$ cat config.mk
export PLATFORM = sky130hd
export DESIGN_NAME = decode_stage_pipe
export DESIGN_NICKNAME = d
export VERILOG_FILES = /design/src/rtl/decode_pkg.sv /design/src/rtl/decode_stage_pipe_regfile.sv /design/src/rtl/decode_stage_pipe.sv
export SDC_FILE = /design/constraint.sdc
export NUM_CORES = 2
export LEC_CHECK = 0
export BUFFER_PORTS_ARGS = -buffer_cell sky130_fd_sc_hd__buf_2
export CAP_MARGIN = 25
export CELL_PAD_IN_SITES_DETAIL_PLACEMENT = 2
export CELL_PAD_IN_SITES_GLOBAL_PLACEMENT = 2
export CORE_ASPECT_RATIO = 0.9
export CORE_MARGIN = 2
export CORE_UTILIZATION = 45
export DETAILED_ROUTE_END_ITERATION = 10
export GPL_TIMING_DRIVEN = 0
export MAX_ROUTING_LAYER = met4
export PLACE_DENSITY = 0.81
export SLEW_MARGIN = 20
export SYNTH_ARGS = -nofsm -noshare
export SYNTH_HDL_FRONTEND = slang
export SYNTH_SLANG_ARGS = --single-unit
$ cat constraint.sdc
create_clock -name clk -period 2.6 [get_ports clk]
set_input_delay 0.39 -clock clk [delete_from_list [all_inputs] [get_ports clk]]
set_output_delay 0.39 -clock clk [all_outputs]
set_load 0.005 [all_outputs]
$ cat src/rtl/decode_pkg.sv
// Shared decode-stage constants: immediate formats, control bundle layout, reset values.
// Optional W->D write bypass is enabled by defining DECODE_WB_BYPASS_EN.
package decode_pkg;

    localparam logic [2:0] IMM_I = 3'b000;
    localparam logic [2:0] IMM_S = 3'b001;
    localparam logic [2:0] IMM_B = 3'b010;
    localparam logic [2:0] IMM_J = 3'b011;
    localparam logic [2:0] IMM_U = 3'b100;

    localparam int CTRL_WIDTH    = 10;
    localparam int CTRL_REGWRITE = 0;
    localparam int CTRL_MEMWRITE = 1;
    localparam int CTRL_BRANCH   = 2;
    localparam int CTRL_JUMP     = 3;
    localparam int CTRL_ALUSRC   = 4;
    localparam int CTRL_RESSRC   = 5;
    localparam int CTRL_ALUCTRL  = 7;

    localparam logic RST_VALID = 1'b0;

endpackage

$ cat src/rtl/decode_stage_pipe_regfile.sv
// 2R1W register file with hard-wired x0 and optional write-first bypass.
// Bypass is compiled in when DECODE_WB_BYPASS_EN is defined.
module regfile_2r1w
    import decode_pkg::*;
#(
    parameter int XLEN = 32,
    parameter int NREG = 32,
    localparam int AW = $clog2(NREG)
) (
    input  logic            clk,
    input  logic            rst,
    input  logic [AW-1:0]   ra1,
    input  logic [AW-1:0]   ra2,
    input  logic            we,
    input  logic [AW-1:0]   wa,
    input  logic [XLEN-1:0] wd,
    output logic [XLEN-1:0] rd1,
    output logic [XLEN-1:0] rd2
);

    logic [XLEN-1:0] mem [NREG];
    logic            wr_hit;

    assign wr_hit = we && (wa != '0) && (int'(wa) < NREG);

    always_ff @(posedge clk or negedge rst) begin
        if (!rst) begin
            for (int i = 0; i < NREG; i++) mem[i] <= '0;
        end else if (wr_hit) begin
            mem[wa] <= wd;
        end
    end

    function automatic logic [XLEN-1:0] read_port(input logic [AW-1:0] a);
        read_port = '0;
        if (a != '0 && int'(a) < NREG) begin
            read_port = mem[a];
`ifdef DECODE_WB_BYPASS_EN
            if (wr_hit && wa == a) read_port = wd;
`endif
        end
    endfunction

    always_comb begin
        rd1 = read_port(ra1);
        rd2 = read_port(ra2);
    end

endmodule

$ cat src/rtl/decode_stage_pipe.sv
// Decode stage: register file read, immediate generation and the D->E register.
// Define DECODE_WB_BYPASS_EN to forward same-cycle writeback data to the read ports.
module decode_stage_pipe
    import decode_pkg::*;
#(
    parameter int XLEN   = 32,
    parameter int NREG   = 32,
    parameter int CTRL_W = CTRL_WIDTH,
    localparam int AW = $clog2(NREG)
) (
    input  logic              clk,
    input  logic              rst,
    input  logic              valid_d,
    input  logic [31:0]       instr_d,
    input  logic [XLEN-1:0]   pc_d,
    input  logic [XLEN-1:0]   pcplus4_d,
    input  logic [CTRL_W-1:0] ctrl_d,
    input  logic [2:0]        imm_src_d,
    input  logic              stall_d,
    input  logic              flush_e,
    input  logic              we_w,
    input  logic [AW-1:0]     rd_w,
    input  logic [XLEN-1:0]   result_w,
    output logic              valid_e,
    output logic [CTRL_W-1:0] ctrl_e,
    output logic [XLEN-1:0]   rd1_e,
    output logic [XLEN-1:0]   rd2_e,
    output logic [XLEN-1:0]   imm_e,
    output logic [AW-1:0]     rs1_e,
    output logic [AW-1:0]     rs2_e,
    output logic [AW-1:0]     rd_e,
    output logic [XLEN-1:0]   pc_e,
    output logic [XLEN-1:0]   pcplus4_e
);

    logic [4:0]      rs1_f, rs2_f, rd_f;
    logic [AW-1:0]   rs1_d, rs2_d, rd_d;
    logic [XLEN-1:0] rd1_d, rd2_d, imm_d;
    logic [31:0]     imm32;
    logic            unused_opcode;

    assign rs1_f = instr_d[19:15];
    assign rs2_f = instr_d[24:20];
    assign rd_f  = instr_d[11:7];
    assign rs1_d = rs1_f[AW-1:0];
    assign rs2_d = rs2_f[AW-1:0];
    assign rd_d  = rd_f[AW-1:0];
    assign unused_opcode = ^instr_d[6:0];

    regfile_2r1w #(.XLEN(XLEN), .NREG(NREG)) u_rf (
        .clk (clk),
        .rst (rst),
        .ra1 (rs1_d),
        .ra2 (rs2_d),
        .we  (we_w),
        .wa  (rd_w),
        .wd  (result_w),
        .rd1 (rd1_d),
        .rd2 (rd2_d)
    );

    always_comb begin
        imm32 = '0;
        unique case (imm_src_d)
            IMM_I: imm32 = {{20{instr_d[31]}}, instr_d[31:20]};
            IMM_S: imm32 = {{20{instr_d[31]}}, instr_d[31:25], instr_d[11:7]};
            IMM_B: imm32 = {{20{instr_d[31]}}, instr_d[7], instr_d[30:25],
                            instr_d[11:8], 1'b0};
            IMM_J: imm32 = {{12{instr_d[31]}}, instr_d[19:12], instr_d[20],
                            instr_d[30:21], 1'b0};
            IMM_U: imm32 = {instr_d[31:12], 12'b0};
            default: imm32 = '0;
        endcase
    end

    // All formats are 32-bit signed; widen to XLEN by sign extension.
    assign imm_d = XLEN'($signed(imm32));

    always_ff @(posedge clk or negedge rst) begin
        if (!rst) begin
            valid_e   <= RST_VALID;
            ctrl_e    <= '0;
            rd1_e     <= '0;
            rd2_e     <= '0;
            imm_e     <= '0;
            rs1_e     <= '0;
            rs2_e     <= '0;
            rd_e      <= '0;
            pc_e      <= '0;
            pcplus4_e <= '0;
        end else if (flush_e) begin
            valid_e   <= 1'b0;
            ctrl_e    <= '0;
            rd1_e     <= '0;
            rd2_e     <= '0;
            imm_e     <= '0;
            rs1_e     <= '0;
            rs2_e     <= '0;
            rd_e      <= '0;
            pc_e      <= '0;
            pcplus4_e <= '0;
        end else if (!stall_d) begin
            valid_e   <= valid_d;
            ctrl_e    <= valid_d ? ctrl_d : '0;
            rd1_e     <= rd1_d;
            rd2_e     <= rd2_d;
            imm_e     <= imm_d;
            rs1_e     <= rs1_d;
            rs2_e     <= rs2_d;
            rd_e      <= rd_d;
            pc_e      <= pc_d;
            pcplus4_e <= pcplus4_d;
        end
    end

endmodule

After elaboration in Yosys (flattened, before gate mapping)

Cells that the tools add are included.

Register bits: 1210
Bits in latches: 0
Memory bits (writable): 0
Memory bits (read-only): 0
Bits of input ports: 152
Output and inout bits: 186
Memories: 0

Add/sub/neg operators: 0
Multiply operators: 0
Div/mod/pow operators: 0
$lt $le $gt $ge: 4
Equality and inequality tests: 5
Shifts and indexed selects: 0
Mux-type cells: 33
Bitwise logic cells: 3
Reductions and logical operators: 6

Operators by type and width:

| kind                                                                          | count |
|---|---|
| 1024-bit bitwise mux                                                          | 1 |
| 32-bit 2-to-1 mux                                                             | 17 |
| 32-bit binary-select mux with 5-bit select                                    | 2 |
| 32-bit demux with 5-bit select                                                | 1 |
| 32-bit case mux with 5 select lines                                           | 1 |
| 10-bit 2-to-1 mux                                                             | 3 |
| 5-bit 2-to-1 mux                                                              | 6 |
| 6-bit greater-or-equal comparator (second input constant)                     | 3 |
| 5-bit inverter with 6-bit output                                              | 3 |
| 5-bit nonzero test                                                            | 3 |
| 3-bit by 2-bit == test with 1-bit output (second input constant)              | 2 |
| 6-bit by 1-bit less-than comparator with 1-bit output (second input constant) | 1 |
| 3-bit by 1-bit == test with 1-bit output (second input constant)              | 1 |
| 3-bit == test (second input constant)                                         | 1 |
| 3-bit logical NOT                                                             | 1 |
| 1-bit logical AND                                                             | 2 |
| 1-bit 2-to-1 mux                                                              | 2 |
| 2-bit by 1-bit inequality test with 1-bit output (second input constant)      | 1 |

Longest topological paths before layout

Word-level depth: 7
Mapped depth: 9
Mapped depth without buffers: 5

Cells and area by module

A second synthesis with hierarchy kept.

Cells, all modules: 4151
Area, all modules: 61697.9 µm²

By module, submodules not included:

| module            | times used | cells an instance | area an instance (µm²) | sequential area each (µm²) |
|---|---|---|---|---|
| regfile_2r1w      | 1          | 3514              | 54074.4                | 25624.6 |
| decode_stage_pipe | 1          | 637               | 7623.6                 | 4654.5 |

Worst setup path after synthesis

No wires, ideal clock.

Path kind: input to register
Start: input port instr_d[16]
End: register rd1_e[26]
Library setup time: 0.127 ns
Data arrival time: 2.020 ns
Data required time: 2.473 ns
Path slack: 0.453 ns
Cell stages on the path: 8
Buffers on the path: 4
Cell sequence: buf_2 buf_6 buf_6 clkbuf_1 mux4_2 mux2_1 a22oi_1 nand3_1

Cells in the longest elaborated chain, start to end: 7
Elaborated cells on any way between the ends: 8
Classes of those cells: 6 x mux; 1 x bitwise; 1 x reduce/logical

Ends and longest elaborated chain:

| item                                                   | line                            | text |
|---|---|---|
| from (decl)                                            | decode_stage_pipe.sv:14         | `input logic [31:0] instr_d,` |
| 5-bit inverter with 6-bit output (not written as such) | decode_stage_pipe_regfile.sv:37 | `read_port = mem[a];` |
| 32-bit binary-select mux with 5-bit select             | decode_stage_pipe_regfile.sv:37 |  |
| 32-bit 2-to-1 mux (not written as such) (2 in series)  | decode_stage_pipe_regfile.sv:37 |  |
| 32-bit 2-to-1 mux *                                    | decode_stage_pipe_regfile.sv:36 | `if (a != '0 && int'(a) < NREG) begin` |
| 32-bit 2-to-1 mux *                                    | decode_stage_pipe.sv:102        | `end else if (!stall_d) begin` |
| 32-bit 2-to-1 mux *                                    | decode_stage_pipe.sv:91         | `end else if (flush_e) begin` |
| to (signal assigned)                                   | decode_stage_pipe.sv:105        | `rd1_e <= rd1_d;` |
| to (decl)                                              | decode_stage_pipe.sv:26         | `output logic [XLEN-1:0] rd1_e,` |

Every way passes the cells marked *; elsewhere a longest branch is shown, timed or not. The select of a mux whose other input is x is not followed.
A chain may end at the register's enable or synchronous reset.

Worst setup path after layout

Start: input port instr_d[17]
End: register rd1_e[23]

The elaborated chain is that of the path after synthesis.

==> summary.txt <==
HPWL after DPL: 220000 um
flop-to-flop setup slack: 500 ps
Initial Util: 45.2%
# hold bufs at CTS: 118
Synth Net Count: 4709
Clock transition at path regs: 60 ps
pwr dens: 812 mW/mm^2
Tcrit/Tclk final: 108%
final setup violation count: 68
Routed Antenna Nets: 0
fin. max-slew vios: 0
area occupied by registers: 0.0303 mm^2
worst reg2reg path endpoint: rd2_e[10]
Post-Layout Cell Count: 7168
register bit count reported by yosys: 1210
Die ar.: 0.141 mm^2
DR pass1 iterations: 6
Main synth FF type: dfrtp_1
Critical R2R Launch: u_rf.mem[842]
crit start category: input port
fraction of registers with async set/reset: 100%
final worst slack: -215 ps
Synth Instances: 4557
core area: 0.137 mm^2
# DRC: 0
peak supply drop: 0.806 mV
CP required: 3370 ps
Vias: 52200
minimum clock period: 2820 ps
initial antenna violation count: 38
Cells after DPL: 6746
Avg Cell Area, Syn: 13.6 um^2
vias per cell: 7.28
NumNets Final: 5325
FP Rows: 129
Hold Violations, Final: 122
area of the multi-input gates: 0.0296 mm^2
clock sink total: 1210
Die Y: 356 um
global route total overflow: 0
Rel. slew slack: 15.8%
buffers added on ports: 318
status: finished, violations left
vias in the first global route: 54700
Total Routed Length: 353000 um
H-tree depth: 4
Detailed Route Iter0 Violations: 7612
first-pass GRT wire length: 470000 um
largest net degree at the start of global routing: 137
P&R area growth vs syn: 17.7%
Max-cap violations: 0
CTS max path bufs: 3
Total GRT Usage: 50.2%
Mapped Area: 0.0620 mm^2
die width: 395 um
Reg2Reg Depth: 4
Setup crit end kind: flip-flop
sequential area share after synthesis: 48.9%
Hold Crit Class: input port to async pin
Worst Tran Pin Value: 1260 ps
wire per inst: 49.3 um
io pins: 338
Fin Clk Skew: 37.1 ps
fmax: 0.355 GHz
Layout fillers: 12500
violated checks: negative hold slack, negative setup slack
clock latency on the worst-skew pair: 830 ps
CTS tree: done
placer congestion estimate: 1.02
postcts setup bufs: 0
layout cells sized above 1: 39.2%
clock root cell: clkbuf_16
Post-synth EDFFs: 0
Hold WS: -398 ps
Max FO, Critical Path: 10
Num CTS Buffers: 139
YS warnings: 0
Setup CP Type: input port to flip-flop
Fin Setup TNS: -4500 ps
Distinct cells, synth: 41
Leakage: 33.7 nW
Critical Path AT: 3580 ps
cells in the mapped netlist, types with 88 or more instances:
master,n,area [um^2]
dfrtp_1,1210,30300
mux2_2,955,10800
mux2i_1,638,6390
clkbuf_1,275,1030
mux4_2,269,6060
a22oi_1,150,1130
nand2_1,142,533
buf_2,107,536
nor2_1,106,398
mux2_1,100,1130
nand3_1,91,455
o22ai_1,88,551
repair_timing:
item	4_1_cts	5_1_grt
endpoints found under the hold margin	249	121
setup endpoints to repair	50	42
resized for setup	17	21
final cells by class:
cell class                      instances  share of cell area [%]
Multi-Input combinational cell       2855                    40.5
Clock inverter                         39                   0.573
Timing Repair Buffer                  477                    4.97
Buffer                                490                    3.27
Antenna cell                           53                   0.182
Tap cell                             1834                    3.15
Clock buffer                          210                    5.81
Sequential cell                      1210                    41.5
critical path, cell delays in order:
cell      delay, ps
buf_2           330
buf_4           450
nand2_2         440
clkbuf_2        620
o22ai_1         430
nor3_1          110
nor3_1          520
a22o_1          210
where the power goes:
| part | total, mW | switching [mW] | internal, mW |
|---|---|---|---|
| Sequential | 25.3 | 3.32 | 22.0 |
| Clock | 21.2 | 9.22 | 11.9 |
| Combinational | 12.7 | 6.95 | 5.75 |
| Total | 59.2 | 19.5 | 39.7 |
placed cells by master, fill, tap and decap left out, drive strengths merged, types with 63 or more instances in the layout:
cell type,instances
o22ai,88
dlygate4sd3,118
mux2,1055
mux4,269
nand3,91
buf,566
clkbuf,491
nor3,64
dfrtp,1210
nor2,106
a22o,63
mux2i,638
a22oi,150
nand2,142
logic make-up (layout without fill, tap and decap cells):
| group | after synthesis | in the layout | synth area share, % |
|---|---|---|---|
| buf+inv | 492 | 1216 | 3.55 |
| simple gates | 460 | 460 | 3.35 |
| other cells | 0 | 53 | 0 |
| flops | 1210 | 1210 | 48.9 |
| xor+xnor | 1 | 1 | 0.0141 |
| mux | 1962 | 1962 | 39.3 |
| compound gates | 432 | 432 | 4.97 |
metrics by stage:
step | area (um^2) | util, % | worst slack [ps] | power [mW]
floorplan | 62000 | - | 453 | 31.1
global placement | 65900 | 48.1 | -26390 | 35.2
detailed placement | 66800 | 48.8 | -1360 | 36.3
CTS | 72700 | 53.0 | 5.68 | 57.3
global route | 72900 | 53.2 | -33.6 | 60.1
finish | 72900 | 53.2 | -215 | 59.2
registers in the layout, indices dropped and copies added, names as in the netlist:
| register | flops |
|---|---|
| rs2_e | 5 |
| pc_e | 32 |
| rs1_e | 5 |
| rd2_e | 32 |
| ctrl_e | 10 |
| rd1_e | 32 |
| u_rf.mem | 1024 |
| rd_e | 5 |
| pcplus4_e | 32 |
| imm_e | 32 |
| valid_e | 1 |
per-layer routing:
metal	vias up	global-route usage [%]	wire (um)
li1	18400	-	-
met1	27500	57.0	122000
met2	4480	69.8	149000
met3	1811	21.7	47800
met4	0	38.1	34200
met5	-	-	0
worst max path at each step:
stage                      from       endpoint  slack, ps
finish              instr_d[17]      rd1_e[23]       -220
global route        instr_d[20]      imm_e[11]        -30
CTS                 instr_d[23]      rd2_e[23]          6
detailed placement  instr_d[17]      rd1_e[28]      -1360
global placement            rst  u_rf.mem[269]     -26390
floorplan           instr_d[16]      rd1_e[26]        450
(Power assumes the default switching activity.)
